===== config.mk =====
export PLATFORM = sky130hd
export DESIGN_NAME = qpu_exu_oitf
export DESIGN_NICKNAME = d
export VERILOG_FILES = /design/src/rtl/qpu_exu_oitf.sv
export SDC_FILE = /design/constraint.sdc
export NUM_CORES = 1
export LEC_CHECK = 0
export CAP_MARGIN = 10
export CORE_ASPECT_RATIO = 0.5
export CORE_MARGIN = 2
export CORE_UTILIZATION = 51
export DETAILED_ROUTE_END_ITERATION = 8
export HOLD_SLACK_MARGIN = 0.02
export PLACE_DENSITY = 0.8
export REMOVE_ABC_BUFFERS = 1
export SETUP_SLACK_MARGIN = 0.4
export SYNTH_ARGS = -nofsm -noshare
export SYNTH_HDL_FRONTEND = slang
export SYNTH_SLANG_ARGS = --single-unit

===== constraint.sdc =====
create_clock -name clk -period 2.6 [get_ports clk]
set_input_delay 0.78 -clock clk [delete_from_list [all_inputs] [get_ports clk]]
set_output_delay 0.78 -clock clk [all_outputs]
set_load 0.01 [all_outputs]

===== src/rtl/qpu_exu_oitf.sv =====
// Outstanding-instruction tracking FIFO for the QPU execution unit.
// Each dispatched instruction that writes a register and/or drives qubits
// takes one entry at the tail and gives it back at the head when it retires.
// The match flags report RAW/WAW hazards against every entry still in flight.
// Optional feature macro: QPU_OITF_QF_MATCH_EN adds the per-entry qubit list
// and the qubit-overlap hazard flag. When it is undefined, oitfqf_match_dispql
// and ret_qubitlist are tied to 0.

`ifndef QPU_RFIDX_REAL_WIDTH
`define QPU_RFIDX_REAL_WIDTH 5
`endif
`ifndef QPU_QUBIT_NUM
`define QPU_QUBIT_NUM 6
`endif

module qpu_exu_oitf #(
    parameter int OITF_DEPTH = 4,
    parameter int OITF_PTR_W = 2
) (
    input  logic                             clk,
    input  logic                             rst,

    input  logic                             disp_oitf_ena,
    output logic                             disp_oitf_ready,
    input  logic                             disp_oitf_rs1en,
    input  logic                             disp_oitf_rs2en,
    input  logic                             disp_oitf_rdwen,
    input  logic                             disp_oitf_qfren,
    input  logic [`QPU_RFIDX_REAL_WIDTH-1:0] disp_oitf_rs1idx,
    input  logic [`QPU_RFIDX_REAL_WIDTH-1:0] disp_oitf_rs2idx,
    input  logic [`QPU_RFIDX_REAL_WIDTH-1:0] disp_oitf_rdidx,
    input  logic [`QPU_QUBIT_NUM-1:0]        disp_oitf_qubitlist,

    output logic [OITF_PTR_W-1:0]            dis_ptr,
    output logic [OITF_PTR_W-1:0]            ret_ptr,

    input  logic                             ret_ena,
    output logic                             ret_rdwen,
    output logic [`QPU_RFIDX_REAL_WIDTH-1:0] ret_rdidx,
    output logic [`QPU_QUBIT_NUM-1:0]        ret_qubitlist,

    output logic                             oitf_empty,
    output logic                             oitfrd_match_disprs1,
    output logic                             oitfrd_match_disprs2,
    output logic                             oitfrd_match_disprd,
    output logic                             oitfqf_match_dispql
);

    localparam logic [OITF_PTR_W-1:0] LAST_IDX = OITF_PTR_W'(OITF_DEPTH - 1);

    // Pointer state: index plus a wrap flag so full and empty are distinguishable.
    logic [OITF_PTR_W-1:0]            r_dis_ptr;
    logic                             r_dis_flg;
    logic [OITF_PTR_W-1:0]            r_ret_ptr;
    logic                             r_ret_flg;
    logic [OITF_DEPTH-1:0]            r_vld;

    // Entry payload.
    logic                             r_rdwen [OITF_DEPTH];
    logic [`QPU_RFIDX_REAL_WIDTH-1:0] r_rdidx [OITF_DEPTH];

    logic                             w_full;
    logic                             w_empty;
    logic                             w_alloc;
    logic                             w_retire;

    assign w_full   = (r_dis_ptr == r_ret_ptr) & (r_dis_flg != r_ret_flg);
    assign w_empty  = (r_dis_ptr == r_ret_ptr) & (r_dis_flg == r_ret_flg);
    // A full FIFO never accepts, even if the head retires in the same cycle.
    assign w_alloc  = disp_oitf_ena & ~w_full;
    assign w_retire = ret_ena & ~w_empty;

    assign disp_oitf_ready = ~w_full;
    assign oitf_empty      = w_empty;
    assign dis_ptr         = r_dis_ptr;
    assign ret_ptr         = r_ret_ptr;
    assign ret_rdwen       = r_rdwen[r_ret_ptr];
    assign ret_rdidx       = r_rdidx[r_ret_ptr];

    // Advance tail/head pointers and maintain entry valid bits.
    // NOTE: sequential state uses non-blocking (<=) so every register samples
    // the pre-edge values, independent of statement order.
    always_ff @(posedge clk) begin
        if (rst) begin
            r_dis_ptr <= '0;
            r_dis_flg <= 1'b0;
            r_ret_ptr <= '0;
            r_ret_flg <= 1'b0;
            r_vld     <= '0;
        end else begin
            if (w_alloc) begin
                r_vld[r_dis_ptr] <= 1'b1;
                if (r_dis_ptr == LAST_IDX) begin
                    r_dis_ptr <= '0;
                    r_dis_flg <= ~r_dis_flg;
                end else begin
                    r_dis_ptr <= r_dis_ptr + 1'b1;
                end
            end
            // Retire never targets the allocated slot: allocation needs not-full,
            // retire needs not-empty, so the two indices differ when both fire.
            if (w_retire) begin
                r_vld[r_ret_ptr] <= 1'b0;
                if (r_ret_ptr == LAST_IDX) begin
                    r_ret_ptr <= '0;
                    r_ret_flg <= ~r_ret_flg;
                end else begin
                    r_ret_ptr <= r_ret_ptr + 1'b1;
                end
            end
        end
    end

    // Capture the payload of the entry being allocated.
    // NOTE: payload storage has no reset; it is only observed through a set
    // vld bit, so clearing it would add reset fan-out for no behaviour change.
    always_ff @(posedge clk) begin
        if (w_alloc) begin
            r_rdwen[r_dis_ptr] <= disp_oitf_rdwen;
            r_rdidx[r_dis_ptr] <= disp_oitf_rdidx;
        end
    end

    // Register-index hazard detection against registered entries only.
    // NOTE: every output of this block gets a default first so no path leaves
    // it unassigned, which would otherwise infer a latch.
    always_comb begin
        oitfrd_match_disprs1 = 1'b0;
        oitfrd_match_disprs2 = 1'b0;
        oitfrd_match_disprd  = 1'b0;
        for (int i = 0; i < OITF_DEPTH; i++) begin
            if (r_vld[i] && r_rdwen[i]) begin
                if (disp_oitf_rs1en && (r_rdidx[i] == disp_oitf_rs1idx))
                    oitfrd_match_disprs1 = 1'b1;
                if (disp_oitf_rs2en && (r_rdidx[i] == disp_oitf_rs2idx))
                    oitfrd_match_disprs2 = 1'b1;
                if (disp_oitf_rdwen && (r_rdidx[i] == disp_oitf_rdidx))
                    oitfrd_match_disprd  = 1'b1;
            end
        end
    end

`ifdef QPU_OITF_QF_MATCH_EN
    logic                             r_qfren     [OITF_DEPTH];
    logic [`QPU_QUBIT_NUM-1:0]        r_qubitlist [OITF_DEPTH];

    assign ret_qubitlist = r_qubitlist[r_ret_ptr];

    // Capture the qubit payload of the entry being allocated.
    always_ff @(posedge clk) begin
        if (w_alloc) begin
            r_qfren[r_dis_ptr]     <= disp_oitf_qfren;
            r_qubitlist[r_dis_ptr] <= disp_oitf_qubitlist;
        end
    end

    // Flag any in-flight qubit-writing entry whose qubits overlap the dispatch.
    always_comb begin
        oitfqf_match_dispql = 1'b0;
        for (int i = 0; i < OITF_DEPTH; i++) begin
            if (r_vld[i] && r_qfren[i] && (|(r_qubitlist[i] & disp_oitf_qubitlist)))
                oitfqf_match_dispql = 1'b1;
        end
    end
`else
    // Qubit tracking disabled: inputs are intentionally ignored.
    logic w_unused_qf;
    assign w_unused_qf         = disp_oitf_qfren ^ (^disp_oitf_qubitlist);
    assign ret_qubitlist       = '0;
    assign oitfqf_match_dispql = 1'b0;
`endif

endmodule

==> run metrics, run 1 <==
number of buffers added on ports=36; Total Die Area=5210 um2; critical path arrival=1750 ps; Vias/cell=5.54; routed len/inst=18.6 um; Worst path top cell family by delay=compound AO/OA/AOI/OAI gates; r2r setup slk=800 ps; Final nets=285; share of cells above drive strength 1=33.3%; max_cap viols=0; Slowest-stage cell, CP=o41a_1; Worst-path clk slew=70 ps; min Tclk post-route=2530 ps; hold depth=2; register share of total power=44.2%; Post-Layout Inst Area=3010 um2; first-pass GRT wire length=8.90 mm; Critical Path Start=disp_oitf_rdidx[0]; total clock sinks=36; TritonCTS Buffers=5; final hold vios=0; CP bufs+invs=3; CTS tree=done; Layout area overhead=27.8%; RSZ-0062 raised after global routing=yes; sequential area share after synthesis=40.8%; row cnt=17; Detailed Routing Iterations Pass 1=4; Worst path depth=6; reg2reg path depth=3; Ports=51; final worst-path cycle share=97.5%; Detailed Route Iter0 Violations=149; DRT antenna net count=0; Largest stage delay, worst path=410 ps; routability cong.=0.924; Commonest cells post-synth=xnor2_1, edfxtp_1, xor2_1; leakage=1.08 nW; core area=4420 um2; Distinct cells, synth=34; VDD IR max=0.372 mV; Worst setup EP type=output pin; critical path launch point type=input pin; Crit Path Class=input pin to output pin; CP required=1820 ps; Initial Util=53.3%; R2R Path End=r_rdwen[1]; Slew Viols, Final=0; EDFF count, synth=24; Worst Skew=3.59 ps; clock tree buffer depth=2; detailed-route via count=1,694; leading area contributor after synthesis=edfxtp_1; Final Util=68.0%; critical path endpoint=oitfrd_match_disprd; Yosys Warn Count=0; ys async rst share=0%; worst flop-to-flop path startpoint=dis_ptr[0]; Post-Syn Area=2360 um2; status=completed; Routed Wire Length=5.69 mm; Post-DP Area=2770 um2; top post-synthesis cells by area=edfxtp_1, xnor2_1, dfxtp_1; vias in the first global route=1,774; CP cell instances=buf_8 -> buf_6 -> xor2_1 -> nor3_1 -> o41a_1 -> buf_2; Avg Inst Size Synth=11.4 um2; Die Wd=100 um; gr usage total=23.2%; sw frac=27.8%; Hold Path Class=flip-flop to flip-flop; DRC viols=0; top-area cell type share of the netlist area=30.6%; Max Freq=395 MHz; largest net degree at the start of global routing=12; GR Overflow Total=0; root buffer cell=clkbuf_8; H-Tree Level Count=2; pwr dens=518 nW/um2; worst skew pair latency=280 ps; ANT cells=0; Net Switching=434 uW; ys flop type=edfxtp_1; Clk network pwr share=28.0%; final setup fails=0; Die Y=52.1 um; DP HPWL=4.12 mm; Post-Synthesis Cells=206; initial antenna violation count=0; combinational power share=27.8%; internal power=1.12 mW; most numerous cell in the Yosys netlist=xnor2_1; Seq cells post-synth=36; worst-path fanout max=5
[worst min-delay path, cell delays in order, from the launching register on]
cell and delay (ps):
dfxtp_2 360, nand2b_1 70, o21ai_1 50
[timing repair]
| action | in CTS | in global routing |
|---|---|---|
| setup endpoints to repair | 11 | 10 |
| setup buffers | 1 | 2 |
| pin swaps | 15 | 7 |
| resized for setup | 149 | 10 |
| hold buffers | 0 | 0 |
[per-stage QoR]
| stage | setup TNS, ps | power, mW | hold WS [ps] | instances | setup slack, ps |
|---|---|---|---|---|---|
| global placement | -2250 | 1.07 | 518 | 295 | -777 |
| floorplan | 0 | 0.898 | 491 | 190 | 353 |
| detailed placement | -2360 | 1.08 | 526 | 295 | -861 |
| CTS | 0 | 1.53 | 501 | 304 | 66.5 |
| finish | 0 | 1.56 | 511 | 306 | 66.0 |
| global route | -43.6 | 1.62 | 549 | 306 | -43.6 |
[power by group through the flow]
stage	Clock, mW	Sequential (mW)	Combinational (mW)
floorplan	0	0.699	0.198
global placement	0	0.694	0.378
detailed placement	0	0.695	0.387
CTS	0.437	0.685	0.409
global route	0.460	0.691	0.468
finish	0.437	0.688	0.433
[registers in the layout, indices dropped and copies added, names as in the netlist, named ones only]
name / cells
r_rdidx: 20
ret_ptr: 2
dis_ptr: 2
r_vld: 4
r_dis_flg: 1
r_ret_flg: 1
r_rdwen: 4
[worst min path at each step]
stage                         start        end
final                     r_dis_flg  r_dis_flg
after global routing      r_dis_flg  r_dis_flg
after CTS                 r_dis_flg  r_dis_flg
after detailed placement  r_dis_flg  r_dis_flg
after global placement    r_dis_flg  r_dis_flg
after floorplan           r_dis_flg  r_dis_flg
[area by class of cell]
class | instances | area (um2)
fillers | 329 | 1410
multi-input cells | 150 | 1370
flip-flops and latches | 36 | 965
repair buffers | 51 | 489
clock buffers | 8 | 100
well taps | 57 | 71.3
inverters | 4 | 15.0
[logic make-up after synthesis]
logic type               Yosys count  synth area share, %
adder cells (fa/ha/maj)            8                 4.25
multiplexers                       9                 7.01
XOR/XNOR                          65                 24.5
flip-flops                        36                 40.8
other                              1                0.159
AND/OR/NAND/NOR                   45                 10.3
AO/OA/AOI/OAI                     16                 6.74
buffers and inverters             26                 6.27
[placed cells by master (no fill, tap or decap), types with 5 or more instances in the layout]
cell             count
buf_2                6
buf_4               12
buf_6               19
clkbuf_8             7
clkdlybuf4s50_1     10
conb_1               7
dfxtp_1              9
edfxtp_1            24
ha_1                 8
mux4_2               6
nand2_1              5
nand4_1             12
nor2_1               6
nor3_1              11
xnor2_1             41
xnor2_2              8
xor2_1              13
[layer usage]
layer / up-vias / GRT usage (%) / share of wire (%)
met2: 86 / 39.9 / 48
met5: - / 0 / 0
met4: 0 / 9.82 / 3.3
met3: 21 / 4.70 / 7.0
li1: 789 / - / -
met1: 798 / 29.1 / 42
Power figures use the tool's default switching activity.
==> run 2, diff against run 1 <==
- GPL_ROUTABILITY_DRIVEN: unset -> 0
==> run 2 against run 1 <==
  * Global-route usage rose by 0.27 points
  * First-iteration DRC count fell by 18%
  * Highest routed layer unchanged
  * Cell count grew 2.9%
  * Utilization grew 1.8 points
  * Clock power shrank 12%
  * Register-to-register slack barely moved
  * Sequential cell count unchanged
  * Clock skew increased by 5.9 ps
==> run metrics, run 2 (same netlist as run 1, synthesis figures left out) <==
status=completed; pwr dens=491 nW/um2; max_cap viols=0; Detailed Routing Iterations Pass 1=4; worst flop-to-flop path startpoint=dis_ptr[1]; Die Y=52.1 um; worst hold slack=509 ps; detailed-route via count=1,731; Initial Util=53.3%; internal power=1.08 mW; Worst path top cell family by delay=compound AO/OA/AOI/OAI gates; sequential cell area=970 um2; Worst setup EP type=output pin; Routed Wire Length=5.82 mm; CP bufs+invs=2; worst-path fanout max=8; Top reg by flops=r_rdidx; leakage=1.10 nW; Filler cells=308; final hold vios=0; R2R Path End=r_rdwen[1]; number of buffers added on ports=36; Worst-path clk slew=70 ps; CP required=1820 ps; worst skew pair latency=280 ps; largest net degree at the start of global routing=13; placed cells=293; Detailed Route Iter0 Violations=122; Crit Path Class=input pin to output pin; final worst-path cycle share=98.3%; root buffer cell=clkbuf_8; most frequent cells in the layout=xnor2_1, buf_6, edfxtp_1; routed len/inst=18.5 um; final setup fails=0; CP cell instances=buf_6 -> xnor2_1 -> nand4_1 -> nor3_2 -> o41a_1 -> buf_2; Slew Viols, Final=0; Vias/cell=5.50; Layout area overhead=31.2%; Ports=51; pre-CTS setup slack=-869 ps; DRC viols=0; Worst path depth=6; Slowest-stage cell, CP=o41a_1; Final nets=294; GR Overflow Total=0; share of cells above drive strength 1=36.8%; sw frac=29.0%; CTS tree=done; Die Wd=100 um; clock tree buffer depth=2; Finished Layout Cells=315; Largest stage delay, worst path=410 ps; Worst Skew=9.45 ps; Clk network pwr share=25.3%; r2r setup slk=790 ps; TritonCTS Buffers=5; Largest regs=r_rdidx x20, r_rdwen x4, r_vld x4; hold buffer count at CTS=0; vias in the first global route=1,812; Net Switching=439 uW; Final WS setup=44.0 ps; Max Freq=391 MHz; critical path launch point type=input pin; gr usage total=23.5%; DP HPWL=3.98 mm; commonest non-fill, non-tap cell in the layout=xnor2_1; Final Util=69.9%; row cnt=17; Total Die Area=5210 um2; reg2reg path depth=3; H-Tree Level Count=2; core area=4420 um2; first-pass GRT wire length=9.00 mm; critical path endpoint=oitfrd_match_disprd; ANT cells=0; Critical Path Start=disp_oitf_rdidx[4]; register share of total power=45.5%; combinational power share=29.2%; max FFs per register=20; Hold Path Class=flip-flop to flip-flop; min Tclk post-route=2560 ps; RSZ-0062 raised after global routing=yes; critical path arrival=1780 ps; initial antenna violation count=0; DRT antenna net count=0; total clock sinks=36; VDD IR max=0.359 mV; footprint of the multi-input gates=1380 um2
## run 2: stage by stage
stage | total power [mW] | setup TNS, ps | instance area (um2)
detailed placement | 1.08 | -2380 | 2750
global route | 1.59 | 0 | 3090
floorplan | 0.898 | 0 | 2250
finish | 1.52 | 0 | 3090
CTS | 1.48 | 0 | 2990
global placement | 1.07 | -2270 | 2750
## run 2: worst min-delay path by stage
stage                   start         to  cells after the start  slack [ps]
finish              r_dis_flg  r_dis_flg                      2         510
CTS                 r_dis_flg  r_dis_flg                      2         510
global route        r_dis_flg  r_dis_flg                      2         540
detailed placement  r_dis_flg  r_dis_flg                      2         520
floorplan           r_dis_flg  r_dis_flg                      2         490
global placement    r_dis_flg  r_dis_flg                      2         520
## run 2: cell type report
cell class / instances / area share (%)
Clock buffer: 5 / 2.23
Clock inverter: 3 / 0.607
Inverter: 4 / 0.486
Multi-Input combinational cell: 150 / 44.6
Sequential cell: 36 / 31.4
Tap cell: 57 / 2.31
Timing Repair Buffer: 60 / 18.4
## run 2: layer usage
layer  global-route usage (%)  part of all wire, %  vias to the layer above
met5                        0                    0                        -
met4                     11.6                  2.8                        0
met3                     4.97                  7.5                       19
met2                     39.7                   48                       79
met1                     29.2                   41                      831
li1                         -                    -                      802
## run 2: tightest hold or removal path: stages, from the launching register on
cell and delay, ps:
dfxtp_2 350, nand2b_1 70, o21ai_1 50
## run 2: power groups by stage
stage               combinational (mW)  clock (mW)  sequential [mW]
finish                           0.443       0.383            0.691
global route                     0.478       0.415            0.693
CTS                              0.399       0.388            0.688
detailed placement               0.382           0            0.696
global placement                 0.376           0            0.694
floorplan                        0.198           0            0.699
## run 2: what timing repair did
action	in CTS	in global routing
gates resized for setup	151	18
pin swaps	18	11
buffers inserted	12	2
setup endpoints to repair	11	12
hold endpoints to repair	0	0
